===== src/rtl/ll_fifo_pkg.sv =====
// ll_fifo_pkg
// Shared definitions for linked_list_fifo, its consumer-side reader and the
// proof harness. This package keeps the width derivations and the queue-id
// type in one place, so every user sizes its selects the same way.
//   sel_width(n)  : width of a queue select for n queues (minimum 1)
//   ptr_width(d)  : width of an entry pointer for a d-deep store (minimum 1)
//   qid_t         : queue-id type for the default queue count
package ll_fifo_pkg;

    function automatic int sel_width(input int num_fifos);
        return (num_fifos > 1) ? $clog2(num_fifos) : 1;
    endfunction

    function automatic int ptr_width(input int depth);
        return (depth > 1) ? $clog2(depth) : 1;
    endfunction

    localparam int DEFAULT_NUM_FIFOS = 2;
    localparam int DEFAULT_SEL_WIDTH = sel_width(DEFAULT_NUM_FIFOS);

    typedef logic [DEFAULT_SEL_WIDTH-1:0] qid_t;

endpackage


===== src/rtl/ll_out_buf.sv =====
// ll_out_buf
// Two-entry valid/ready skid buffer. A write and a read in the same cycle
// leave the occupancy unchanged and keep the order. The head entry stays
// fixed until it is read, so rd_data is stable while it is stalled.
// Ports:
//   clk, rst  : clock, synchronous active-high reset
//   wr_en     : write request (ignored while full)
//   wr_data   : word written at the tail
//   full      : both entries occupied (registered)
//   rd_valid  : head entry valid
//   rd_ready  : consumer accepts the head entry
//   rd_data   : head entry
module ll_out_buf #(
    parameter int W = 8
) (
    input  logic         clk,
    input  logic         rst,
    input  logic         wr_en,
    input  logic [W-1:0] wr_data,
    output logic         full,
    output logic         rd_valid,
    input  logic         rd_ready,
    output logic [W-1:0] rd_data
);

    logic [W-1:0] mem [2];
    logic         wr_ptr;
    logic         rd_ptr;
    logic [1:0]   occ;
    logic         wr_fire;
    logic         rd_fire;

    assign full     = occ[1];
    assign rd_valid = (occ != 2'd0);
    assign rd_data  = mem[rd_ptr];
    assign wr_fire  = wr_en & ~full;
    assign rd_fire  = rd_valid & rd_ready;

    // NOTE: state updates use non-blocking assignments, so every read in this
    // block sees the value from before the clock edge.
    always_ff @(posedge clk) begin
        if (rst) begin
            // NOTE: the two storage words are reset because the head drives the
            // output directly, and the output must read as zero after reset.
            for (int i = 0; i < 2; i++) mem[i] <= '0;
            wr_ptr <= 1'b0;
            rd_ptr <= 1'b0;
            occ    <= 2'd0;
        end else begin
            if (wr_fire) begin
                mem[wr_ptr] <= wr_data;
                wr_ptr      <= ~wr_ptr;
            end
            if (rd_fire) rd_ptr <= ~rd_ptr;
            case ({wr_fire, rd_fire})
                2'b10:   occ <= occ + 2'd1;
                2'b01:   occ <= occ - 2'd1;
                default: occ <= occ;
            endcase
        end
    end

endmodule


===== src/rtl/linked_list_fifo_rr_reader.sv =====
// linked_list_fifo_rr_reader
// Consumer-side dequeue engine for linked_list_fifo. It runs a weighted
// round-robin over the eligible queues (non-empty and enabled), with up to
// QUANTUM back-to-back pops from one queue. Each popped word is tagged with
// its queue id and goes into a 2-entry output buffer. Popping depends only on
// the registered buffer occupancy, so there is no path from out_ready to
// fifo_pop.
// Ports:
//   clk, rst       : clock, synchronous active-high reset
//   fifo_empty     : per-queue empty flags from the shared FIFO
//   fifo_data_out  : head word of queue fifo_pop_sel (same cycle)
//   fifo_pop       : pop strobe to the shared FIFO
//   fifo_pop_sel   : queue being popped (holds its value when idle)
//   queue_en       : per-queue enable
//   out_valid/out_ready/out_data/out_qid : output stream with source queue id
//   busy           : buffer holds data or an enabled queue is non-empty
module linked_list_fifo_rr_reader
    import ll_fifo_pkg::*;
#(
    parameter int WIDTH     = 4,
    parameter int NUM_FIFOS = 2,
    parameter int SEL_WIDTH = sel_width(NUM_FIFOS),
    parameter int QUANTUM   = 2,
    parameter int QW        = $clog2(QUANTUM + 1)
) (
    input  logic                 clk,
    input  logic                 rst,
    input  logic [NUM_FIFOS-1:0] fifo_empty,
    input  logic [WIDTH-1:0]     fifo_data_out,
    output logic                 fifo_pop,
    output logic [SEL_WIDTH-1:0] fifo_pop_sel,
    input  logic [NUM_FIFOS-1:0] queue_en,
    output logic                 out_valid,
    input  logic                 out_ready,
    output logic [WIDTH-1:0]     out_data,
    output logic [SEL_WIDTH-1:0] out_qid,
    output logic                 busy
);

    localparam logic [QW-1:0] QUANTUM_Q = QW'(QUANTUM);

    logic [NUM_FIFOS-1:0] elig;
    logic [SEL_WIDTH-1:0] cur;
    logic [SEL_WIDTH-1:0] sel;
    logic [SEL_WIDTH-1:0] last_sel;
    logic [QW-1:0]        burst_cnt;
    logic                 buf_full;

    // Stay on the current queue while it has quantum left. Otherwise take the
    // next eligible queue after it, wrapping around. Fall back to the current
    // queue only if nothing else is eligible.
    function automatic logic [SEL_WIDTH-1:0] pick(
        input logic [NUM_FIFOS-1:0] e,
        input logic [SEL_WIDTH-1:0] c,
        input logic [QW-1:0]        b
    );
        logic                 found;
        logic [SEL_WIDTH-1:0] res;
        int                   idx;
        // NOTE: every local gets a value before any branch, so no path can
        // leave a variable unassigned and infer storage.
        res   = c;
        found = e[c] && (b < QUANTUM_Q);
        for (int k = 1; k < NUM_FIFOS; k++) begin
            idx = int'(c) + k;
            // Wrap by subtraction, which is correct for any queue count.
            if (idx >= NUM_FIFOS) idx = idx - NUM_FIFOS;
            if (!found && e[idx]) begin
                res   = SEL_WIDTH'(idx);
                found = 1'b1;
            end
        end
        return res;
    endfunction

    assign elig         = ~fifo_empty & queue_en;
    assign sel          = pick(elig, cur, burst_cnt);
    assign fifo_pop     = ~rst & ~buf_full & (|elig);
    assign fifo_pop_sel = fifo_pop ? sel : last_sel;
    assign busy         = out_valid | (|elig);

    always_ff @(posedge clk) begin
        if (rst) begin
            cur       <= '0;
            burst_cnt <= '0;
            last_sel  <= '0;
        end else if (fifo_pop) begin
            cur       <= sel;
            last_sel  <= sel;
            // The count restarts at 1 when the queue changes, and also when
            // the same queue is chosen again after its quantum ran out.
            burst_cnt <= (sel == cur && burst_cnt < QUANTUM_Q) ? burst_cnt + QW'(1) : QW'(1);
        end
    end

    ll_out_buf #(
        .W(WIDTH + SEL_WIDTH)
    ) u_out_buf (
        .clk      (clk),
        .rst      (rst),
        .wr_en    (fifo_pop),
        .wr_data  ({sel, fifo_data_out}),
        .full     (buf_full),
        .rd_valid (out_valid),
        .rd_ready (out_ready),
        .rd_data  ({out_qid, out_data})
    );

endmodule

===== config.mk =====
export PLATFORM = sky130hd
export DESIGN_NAME = linked_list_fifo_rr_reader
export DESIGN_NICKNAME = d
export VERILOG_FILES = /design/src/rtl/ll_fifo_pkg.sv /design/src/rtl/ll_out_buf.sv /design/src/rtl/linked_list_fifo_rr_reader.sv
export SDC_FILE = /design/constraint.sdc
export NUM_CORES = 1
export LEC_CHECK = 0
export CAP_MARGIN = 20
export CORE_ASPECT_RATIO = 0.9
export CORE_MARGIN = 4
export CORE_UTILIZATION = 52
export CTS_CLUSTER_DIAMETER = 30
export DETAILED_ROUTE_END_ITERATION = 7
export GPL_TIMING_DRIVEN = 1
export HOLD_SLACK_MARGIN = 0.06
export PLACE_DENSITY = 0.77
export SKIP_LAST_GASP = 1
export SYNTH_ARGS = -nofsm -noshare
export SYNTH_HDL_FRONTEND = slang
export SYNTH_HIERARCHICAL = 1
export SYNTH_SLANG_ARGS = --single-unit

===== constraint.sdc =====
create_clock -name clk -period 3.4 [get_ports clk]
set_input_delay 0.68 -clock clk [delete_from_list [all_inputs] [get_ports clk]]
set_output_delay 0.68 -clock clk [all_outputs]
set_load 0.02 [all_outputs]

==> results of run 1 <==
==> worst paths after layout <==
check / startpoint / to / slack [ps] / cells after the start
max reg2reg: u_out_buf/occ[1] / u_out_buf/occ[1] / 1120 / 7
min reg2reg: last_sel / last_sel / 510 / 2
max: rst / fifo_pop / 420 / 4
min: last_sel / last_sel / 510 / 2
==> cells by family after synthesis <==
family | Yosys count
xor gates and xnor gates | 4
DFF | 19
buffers and inverters | 5
AOI/OAI and AO/OA | 17
and+or+nand+nor | 39
adders and majority gates | 1
muxes | 6
==> final cells by class <==
cell class / instances / area share
repair buffers: 21 / 0.1725
flip-flops and latches: 19 / 0.4038
clock buffers: 4 / 0.02208
well taps: 24 / 0.02524
inverters: 4 / 0.01262
multi-input cells: 67 / 0.3638
==> Yosys cell counts <==
| cell | number | area, um2 |
|---|---|---|
| a21oi_1 | 3 | 15.01 |
| a21boi_0 | 1 | 7.510 |
| nor2b_1 | 1 | 6.260 |
| o2bb2ai_1 | 1 | 8.760 |
| nor3_1 | 4 | 20.02 |
| edfxtp_1 | 10 | 300.3 |
| or2_2 | 1 | 6.260 |
| o21a_1 | 1 | 7.510 |
| o211ai_1 | 2 | 15.01 |
| o21ai_0 | 3 | 15.01 |
| a21oi_2 | 1 | 8.760 |
| mux2_2 | 5 | 56.30 |
| o31ai_1 | 1 | 7.510 |
| a21o_1 | 1 | 7.510 |
| nand4_1 | 1 | 6.260 |
| inv_2 | 1 | 3.750 |
| nor2_1 | 10 | 37.54 |
| and2b_4 | 2 | 20.02 |
| xnor2_1 | 2 | 17.52 |
| nand2_1 | 10 | 37.54 |
| o221ai_1 | 1 | 8.760 |
| buf_8 | 1 | 15.01 |
| nand2b_1 | 4 | 25.02 |
| o32ai_1 | 1 | 8.760 |
| xor2_1 | 2 | 17.52 |
| o221a_1 | 1 | 11.26 |
| nand3_1 | 1 | 5.000 |
| ha_1 | 1 | 12.51 |
| nand2b_2 | 1 | 8.760 |
| and3_1 | 2 | 12.51 |
| dfxtp_1 | 9 | 180.2 |
| inv_1 | 3 | 11.26 |
| or3_1 | 2 | 12.51 |
| mux2i_1 | 1 | 10.01 |
==> flip-flops by register name (all words and copies together), names as in the netlist, named ones only <==
register	flops
u_out_buf/mem	10
u_out_buf/occ	2
cur	1
last_sel	1
u_out_buf/rd_ptr	1
burst_cnt	2
u_out_buf/wr_ptr	1
==> critical path, stage by stage <==
cell and delay, ps:
clkdlybuf4s50_1 420, nor2_1 220, a21boi_0 310, clkdlybuf4s50_1 660
==> metal layers <==
metal | share of wire | vias up
met5 | 0 | -
li1 | - | 377
met2 | 0.50 | 29
met1 | 0.42 | 329
met4 | 0.016 | 0
met3 | 0.063 | 5
==> where the power goes <==
| part | switching (uW) | internal (uW) | total [uW] | leakage (uW) |
|---|---|---|---|---|
| combinational | 123 | 136 | 259 | 0.000272 |
| sequential | 43.1 | 279 | 322 | 0.000178 |
| clock | 66.9 | 45.7 | 113 | 0.0000150 |
| total | 233 | 460 | 693 | 0.000465 |
==> metrics by stage <==
stage	util	power [uW]	hold slack, ps
6_report	0.7003	693.1	511.6
5_1_grt	0.7003	740.7	559.9
4_1_cts	0.7003	697.7	515.3
3_5_place_dp	0.6848	585.3	500.8
3_3_place_gp	0.6848	576.5	484.7
2_1_floorplan	-	488.0	464.9
==> out/metrics.cfg, run 1 <==
[outcome]
outcome = completed

[sta]
setup_violations = 0
max_freq_mhz = 335.8
period_needed_ps = 2978
relSlewSlack = 0.6390
rsz0062_at_grt = false
drv_slew = 0
tightest_slew_ps = 540.7
hold_viol_final = 0
totalNegativeSetupSlack_ps = 0
worst_slack_ps = 421.7
timing.final.crit_share = 0.8760
fin_skew_ps = 3.682

[clock_tree]
cts_root_buffer = clkbuf_4
cts_sinks = 19
htreeDepth = 1
cts_buffer_depth = 2
post_cts_buffers = 0
postCtsResizedCells = 0
cts_tree = yes
cts_buffers = 3
worstSkewPairLatency_ps = 290
hold_buffers = 0
path_clk_slew_ps = 100

[synth]
syn-mean-instance-area_um2 = 10.37
ys_seq_elements = 19
yosysWarnings = 6
synth_compound_area_frac = 0.1286
synth_top_family_by_area = simple AND/OR/NAND/NOR gates
synth_cells = 91
synthMuxAreaShare = 0.07029
synth.net_count = 103
synth_area_um2 = 943.4
yosys.area_share.simple = 0.2095
ys_seq_area_frac = 0.5093
synth_fa_ha_area_frac = 0.01326
synthDistinctLibCells = 34
synth_xor_area_frac = 0.03714

[pwr]
p_per_area_mw_per_mm2 = 582.5
irDropWorstVdd_mv = 0.5948
power.leakage_uw = 0.0004653

[finish]
final_area_mm2 = 0.001190
multi_input_area_um2 = 432.9
diodes = 0
fillers = 143
drive_gt1_frac = 0.1391
final_cell_mix = clkdlybuf4s50_1 (19), nor2_1 (10), nand2_1 (10), edfxtp_1 (10), dfxtp_1 (9)
final_common_cell = clkdlybuf4s50_1
regArea_um2 = 480.5
areaGrowthSynthToFinish_pct = 26.13
fin_nets = 128
stdcell_count = 139

[floorplanning]
rows = 14
io_pins = 20
dieArea_mm2 = 0.002560
fp.dieW_um = 52.90
start_util = 0.5552
core_mm2 = 0.001699
die_h_um = 48.41

[route]
drt_iter0_markers = 39
routed_wl_um = 1891
via_per_inst = 5.324
num_vias = 740
firstDrtPassIters = 4
drc_errors = 0
drtAntennaViolNets = 0
wl_per_cell_um = 13.60

[global_routing]
gr-total-overflow = 0
grt_util_met1 = 0.2244
grt_util_met3 = 0.03681
grt.busiest_layer = met2
grtUsageTotal = 0.1655
antenna_found_initial = 0
met2_usage = 0.2541
grt_max_degree = 18
grt_pass1_wl_um = 3139
grt_pass1_vias = 713

[critical_path]
worstPathMaxFanout = 4
crit_required_ps = 2720
critical_path_class = in2out
end_kind = primary output
start_kind = primary input
arrival_ps = 2300

[place]
dp_hpwl_um = 1409
post_dp_cell_area_mm2 = 0.001164
io_buffers = 19
pre_cts_ws_ps = 416.6
gp_congestion = 0.8416
dp_cells = 135

[flow_run]
maxCapViolCount = 0

[hold_path]
hp-class = reg2reg

Power figures use the tool's default switching activity.
==> inputs of run 2 (changes only) <==
--- a/config.mk
+++ b/config.mk
@@ -5,15 +5,16 @@
 export SDC_FILE = /design/constraint.sdc
 export NUM_CORES = 1
 export LEC_CHECK = 0
+export ABC_AREA = 1
 export CAP_MARGIN = 20
 export CORE_ASPECT_RATIO = 0.9
 export CORE_MARGIN = 4
-export CORE_UTILIZATION = 52
+export CORE_UTILIZATION = 53
 export CTS_CLUSTER_DIAMETER = 30
 export DETAILED_ROUTE_END_ITERATION = 7
 export GPL_TIMING_DRIVEN = 1
 export HOLD_SLACK_MARGIN = 0.06
-export PLACE_DENSITY = 0.77
+export PLACE_DENSITY = 0.78
 export SKIP_LAST_GASP = 1
 export SYNTH_ARGS = -nofsm -noshare
 export SYNTH_HDL_FRONTEND = slang
==> out/metrics.cfg, run 2 <==
[pwr]
power.share.clock = 0.189  ; +0.027
p_per_area_mw_per_mm2 = 480.4  ; -18%
power.leakage_uw = 0.0005217  ; +12%
sw_frac_of_total = 0.3192  ; -0.01655
irDropWorstVdd_mv = 0.3219  ; -46%
p_switching_uw = 185.7  ; -20%
p_int_uw = 396.1  ; -14%
sequentialPowerShare = 0.485  ; +0.021
p_comb_frac = 0.326  ; -0.047
finalPower_uw = 581.8  ; -16%

[sta]
hold_viol_final = 0  ; unchanged
holdWs_ps = 487.9  ; -23.68 ps
rsz0062_at_grt = false
timing.final.crit_share = 0.8962  ; +0.02024
fin_skew_ps = 1.897  ; -1.785 ps
period_needed_ps = 3047  ; +68.81 ps
drv_slew = 0  ; unchanged
relSlewSlack = 0.8081  ; +0.1690
totalNegativeSetupSlack_ps = 0  ; unchanged
tightest_slew_ps = 287.0  ; -253.7 ps
setup_violations = 0  ; unchanged
max_freq_mhz = 328.2  ; -2.3%

[route]
via_per_inst = 4.897  ; -8.0%
num_vias = 764  ; +3.2%
drtAntennaViolNets = 0  ; unchanged
wl_per_cell_um = 11.35  ; -17%
drc_errors = 0  ; unchanged
routed_wl_um = 1771  ; -6.3%
drt_iter0_markers = 6  ; -85%
firstDrtPassIters = 4  ; unchanged

[floorplanning]
die_h_um = 48.48  ; +0.14%
start_util = 0.5677  ; +0.01252
io_pins = 20  ; unchanged
core_mm2 = 0.001699  ; unchanged
rows = 14  ; unchanged
dieArea_mm2 = 0.002568  ; +0.29%
fp.dieW_um = 52.97  ; +0.14%

[critical_path]
arrival_ps = 2370  ; +70 ps
end_kind = primary output
start_kind = primary input
crit_required_ps = 2720  ; about the same
worstPathMaxFanout = 6  ; +2
critical_path_class = in2out
r2r_end = u_out_buf/mem[1][0]
r2r-start = u_out_buf/occ[1]
reg2reg_slack_ps = 1840  ; +720 ps
r2r_cells = 5  ; -2

[clock_tree]
cts_buffer_depth = 2  ; unchanged
postCtsResizedCells = 0  ; unchanged
post_cts_buffers = 0  ; unchanged
worstSkewPairLatency_ps = 290  ; about the same
htreeDepth = 1  ; unchanged
cts_tree = yes
path_clk_slew_ps = 100  ; about the same
hold_buffers = 0  ; unchanged
cts_root_buffer = clkbuf_4
cts_buffers = 3  ; unchanged
cts_sinks = 19  ; unchanged

[synth]
ys_seq_elements = 19  ; unchanged
synth_cells = 109  ; +20%
synth.largest_area_cell = edfxtp_1
synth_common_cells = nor2_1 (18), nand2_1 (17), inv_1 (14), edfxtp_1 (10), dfxtp_1 (9)
synth_most_common_cell = nor2_1
synthFlopType = edfxtp_1
yosysWarnings = 6  ; unchanged
synthDistinctLibCells = 25  ; -26%
syn-mean-instance-area_um2 = 8.850  ; -15%
async_flop_share = 0  ; unchanged
synth_area_um2 = 964.7  ; +2.3%
synthTopCellsByArea = edfxtp_1 (31%), dfxtp_1 (19%), nor2_1 (7.0%)
yosysTopAreaCellShare = 0.3113  ; -0.007018
synth_edf_count = 10  ; unchanged
ys_seq_area_frac = 0.4981  ; -0.01123
synth.net_count = 121  ; +17%

[finish]
areaGrowthSynthToFinish_pct = 25.55
diodes = 0  ; unchanged
final_area_mm2 = 0.001211  ; +1.8%
stdcell_count = 156  ; +12%
top_regs = u_out_buf/mem x10, burst_cnt x2, u_out_buf/occ x2
drive_gt1_frac = 0.2197  ; +0.08057
final_cell_mix = clkdlybuf4s50_1 (19), nor2_1 (18), nand2_1 (17), inv_1 (14), edfxtp_1 (10)
fin_nets = 145  ; +13%
final_common_cell = clkdlybuf4s50_1
largest_reg_flops = 10  ; unchanged
top_register = u_out_buf/mem

[hold_path]
hp-class = reg2reg
hold_end = burst_cnt[0]
holdCritStartpoint = burst_cnt[0]
min_delay_path_depth = 2  ; unchanged

[flow_run]
maxCapViolCount = 0  ; unchanged

[place]
dp_hpwl_um = 1365  ; -3.1%
post_dp_cell_area_mm2 = 0.001185  ; +1.8%
gp_congestion = 0.8529  ; +1.3%
dp_cells = 152  ; +13%
io_buffers = 19  ; unchanged

[global_routing]
grt_pass1_wl_um = 3098  ; -1.3%
antenna_found_initial = 0  ; unchanged
gr-total-overflow = 0  ; unchanged
grtUsageTotal = 0.1578  ; -0.007721
grt_pass1_vias = 757  ; +6.2%
grt_max_degree = 11  ; -7

[outcome]
outcome = completed

run 2: cell count changes after synthesis, sizes merged, moves of 4 or more:
cell / previous run / this run
nand3: 1 / 6
nor2: 10 / 21
nand2b: 5 / 0
inv: 4 / 19
nor3: 4 / 0
nand2: 10 / 24
run 2: stage by stage:
step / util / setup slack (ps)
6_report: 0.7128 / 352.9
5_1_grt: 0.7128 / 279.7
4_1_cts: 0.7128 / 385.2
3_5_place_dp: 0.6973 / 383.7
3_3_place_gp: 0.6973 / 404.7
2_1_floorplan: - / 1294
run 2: worst max path at each step:
stage	start	end	slack, ps	depth (start not counted)
after global placement	rst	fifo_pop_sel	400	7
final	rst	fifo_pop_sel	350	8
after detailed placement	rst	fifo_pop_sel	380	8
after floorplan	rst	fifo_pop_sel	1290	6
after CTS	rst	fifo_pop_sel	390	8
after global routing	rst	fifo_pop_sel	280	8
run 2: final cells by class:
type / count / area, um2
multi-input cells: 69 / 404.1
clock buffers: 4 / 26.28
fillers: 141 / 488.0
flip-flops and latches: 19 / 480.5
well taps: 24 / 30.03
inverters: 21 / 80.08
repair buffers: 19 / 190.2
run 2: worst max-delay path, stage by stage:
cell	delay [ps]
clkdlybuf4s50_1	480
inv_1	130
nand2_2	70
a21oi_4	210
inv_1	90
nand2_1	100
nand2_1	70
clkdlybuf4s50_1	530
run 2: cells by family (layout without fill, tap and decap cells):
kind of cell | Yosys count | after routing | share of synthesized area
fa+ha+maj | 1 | 1 | 0.01297
simple gates | 55 | 55 | 0.2866
mux | 5 | 5 | 0.05836
flops | 19 | 19 | 0.4981
buf+inv | 21 | 44 | 0.08300
compound gates | 8 | 8 | 0.06095
run 2: power groups by stage:
stage / sequential (uW) / clock [uW] / combinational [uW]
CTS: 282 / 114 / 191
global placement: 286 / 0 / 186
floorplan: 283 / 0 / 126
finish: 282 / 110 / 189
global route: 286 / 130 / 209
detailed placement: 287 / 0 / 190
run 2: layer usage:
layer | routed length, um | global-route usage | vias to the layer above
li1 | - | - | 391
met1 | 756 | 0.1863 | 355
met2 | 886 | 0.2645 | 18
met3 | 128 | 0.04601 | 0
met4 | 0 | 0.05957 | 0
met5 | 0 | 0 | -
==> inputs of run 3 (changes only) <==
--- a/config.mk
+++ b/config.mk
@@ -10,10 +10,12 @@
 export CORE_ASPECT_RATIO = 0.9
 export CORE_MARGIN = 4
 export CORE_UTILIZATION = 53
+export CTS_BUF_LIST = sky130_fd_sc_hd__clkbuf_16
 export CTS_CLUSTER_DIAMETER = 30
 export DETAILED_ROUTE_END_ITERATION = 7
 export GPL_TIMING_DRIVEN = 1
 export HOLD_SLACK_MARGIN = 0.06
+export MAX_ROUTING_LAYER = met4
 export PLACE_DENSITY = 0.78
 export SKIP_LAST_GASP = 1
 export SYNTH_ARGS = -nofsm -noshare
==> out/metrics.cfg, run 3 (synthesis results as in run 2) <==
[pwr]
p_int_uw = 507.3  ; +28%
p_comb_frac = 0.269  ; -0.057
irDropWorstVdd_mv = 0.3361  ; +4.4%
sw_frac_of_total = 0.2817  ; -0.03754
p_per_area_mw_per_mm2 = 558.9  ; +16%
p_switching_uw = 198.9  ; +7.1%
power.share.clock = 0.331  ; +0.142
finalPower_uw = 706.3  ; +21%
sequentialPowerShare = 0.401  ; -0.084
power.leakage_uw = 0.0005490  ; +5.2%

[finish]
top_regs = u_out_buf/mem x10, burst_cnt x2, u_out_buf/occ x2
areaGrowthSynthToFinish_pct = 31.00
diodes = 0  ; unchanged
top_register = u_out_buf/mem
final_common_cell = clkdlybuf4s50_1
fillers = 130  ; -7.8%
fin_nets = 145  ; unchanged
largest_reg_flops = 10  ; unchanged
final_cell_mix = clkdlybuf4s50_1 (19), nor2_1 (18), nand2_1 (17), inv_1 (15), edfxtp_1 (10)
drive_gt1_frac = 0.2197  ; unchanged

[critical_path]
r2r_end = u_out_buf/mem[1][0]
cp_slowest_cell = clkdlybuf4s50_1
cpPeakStageDelay_ps = 530  ; about the same
crit_required_ps = 2720  ; about the same
critical_path_class = in2out
r2r_cells = 5  ; unchanged
r2r-start = u_out_buf/occ[1]
arrival_ps = 2350  ; -20 ps
cp-endpoint = fifo_pop_sel
critical_path.startpoint = rst
cp_cell_sequence = clkdlybuf4s50_1 > inv_1 > nand2_2 > a21oi_4 > inv_1 > nand2_1 > nand2_1 > clkdlybuf4s50_1
end_kind = primary output
reg2reg_slack_ps = 1820  ; -20 ps
start_kind = primary input
worstPathMaxFanout = 6  ; unchanged

[clock_tree]
cts_buffers = 3  ; unchanged
cts_tree = yes
cts_sinks = 19  ; unchanged
postCtsResizedCells = 0  ; unchanged
cts_root_buffer = clkbuf_16
cts_buffer_depth = 2  ; unchanged
htreeDepth = 1  ; unchanged
hold_buffers = 0  ; unchanged
post_cts_buffers = 0  ; unchanged
worstSkewPairLatency_ps = 240  ; -50 ps
path_clk_slew_ps = 50  ; -50 ps

[route]
routed_wl_um = 1791  ; +1.1%
drtAntennaViolNets = 0  ; unchanged
drt_iter0_markers = 8  ; +2
wl_per_cell_um = 11.48  ; +1.1%
via_per_inst = 4.929  ; +0.65%
num_vias = 769  ; +0.65%
firstDrtPassIters = 5  ; +1
drc_errors = 0  ; unchanged

[hold_path]
hp-class = reg2reg

[floorplanning]
io_pins = 20  ; unchanged
core_mm2 = 0.001699  ; unchanged
rows = 14  ; unchanged
dieArea_mm2 = 0.002568  ; unchanged
start_util = 0.5677  ; unchanged
die_h_um = 48.48  ; unchanged
fp.dieW_um = 52.97  ; unchanged

[sta]
relSlewSlack = 0.8083  ; about the same
hold_viol_final = 0  ; unchanged
rsz0062_at_grt = false
totalNegativeSetupSlack_ps = 0  ; unchanged
tightest_slew_ps = 286.7  ; -0.2874 ps
timing.final.crit_share = 0.8920  ; -0.004256
fin_skew_ps = 1.220  ; -0.6772 ps
period_needed_ps = 3033  ; -14.47 ps
drv_slew = 0  ; unchanged
setup_violations = 0  ; unchanged
max_freq_mhz = 329.7  ; +0.48%

[global_routing]
grt_pass1_vias = 778  ; +2.8%
grt_pass1_wl_um = 3208  ; +3.6%
grtUsageTotal = 0.1673  ; +0.009514
antenna_found_initial = 0  ; unchanged
grt_max_degree = 11  ; unchanged
grt.busiest_layer = met2
met2_usage = 0.2872  ; +0.02273
grt_util_met3 = 0.03374  ; -0.01227
grt_util_met1 = 0.1866  ; +0.0003660
gr-total-overflow = 0  ; unchanged

[flow_run]
maxCapViolCount = 0  ; unchanged

[place]
io_buffers = 19  ; unchanged
dp_hpwl_um = 1365  ; unchanged
gp_congestion = 0.8665  ; +1.6%

[outcome]
outcome = completed

run 3: power by group through the flow:
stage	clock (uW)	sequential (uW)	combinational, uW
3_5_place_dp	0	287	190
3_3_place_gp	0	286	186
6_report	234	283	190
4_1_cts	235	283	191
2_1_floorplan	0	283	126
5_1_grt	253	286	209
run 3: how the worst min path moves through the flow:
| stage | start | endpoint | depth (start not counted) |
|---|---|---|---|
| floorplan | burst_cnt[0] | burst_cnt[0] | 2 |
| detailed placement | burst_cnt[0] | burst_cnt[0] | 2 |
| CTS | burst_cnt[0] | burst_cnt[0] | 2 |
| global route | burst_cnt[0] | burst_cnt[0] | 2 |
| finish | burst_cnt[0] | burst_cnt[0] | 2 |
| global placement | burst_cnt[0] | burst_cnt[0] | 2 |
run 3: layer usage:
layer  routed length, um  vias up  share of wire
li1                    -      392              -
met1                 752      352           0.42
met2                 897       21           0.50
met3                 126        4          0.070
met4                  15        0         0.0084
met5                   0        -              0
run 3: metrics by stage:
step                      utilization  worst slack [ps]  instance area (um2)  instances  hold WS [ps]
after global routing           0.7437             275.6                 1264        156         504.9
after detailed placement       0.6973             383.7                 1185        152         464.8
after global placement         0.6973             404.7                 1185        152         452.6
final                          0.7437             367.4                 1264        156         475.1
after CTS                      0.7437             384.7                 1264        156         473.6
after floorplan                     -              1294                964.7        109         436.8
run 3: final cells by class:
type | count | area (um2) | share of cell area
clock buffers | 3 | 75.07 | 0.05941
clock inverters | 1 | 3.754 | 0.002970
inverters | 21 | 80.08 | 0.06337
multi-input cells | 69 | 404.1 | 0.3198
flip-flops and latches | 19 | 480.5 | 0.3802
well taps | 24 | 30.03 | 0.02376
repair buffers | 19 | 190.2 | 0.1505
run 3: worst max-delay path: cells and delay by family:
kind	cells	cell delay (ps)
AND/OR/NAND/NOR	3	240
AO/OA/AOI/OAI	1	210
buffers and inverters	4	1220
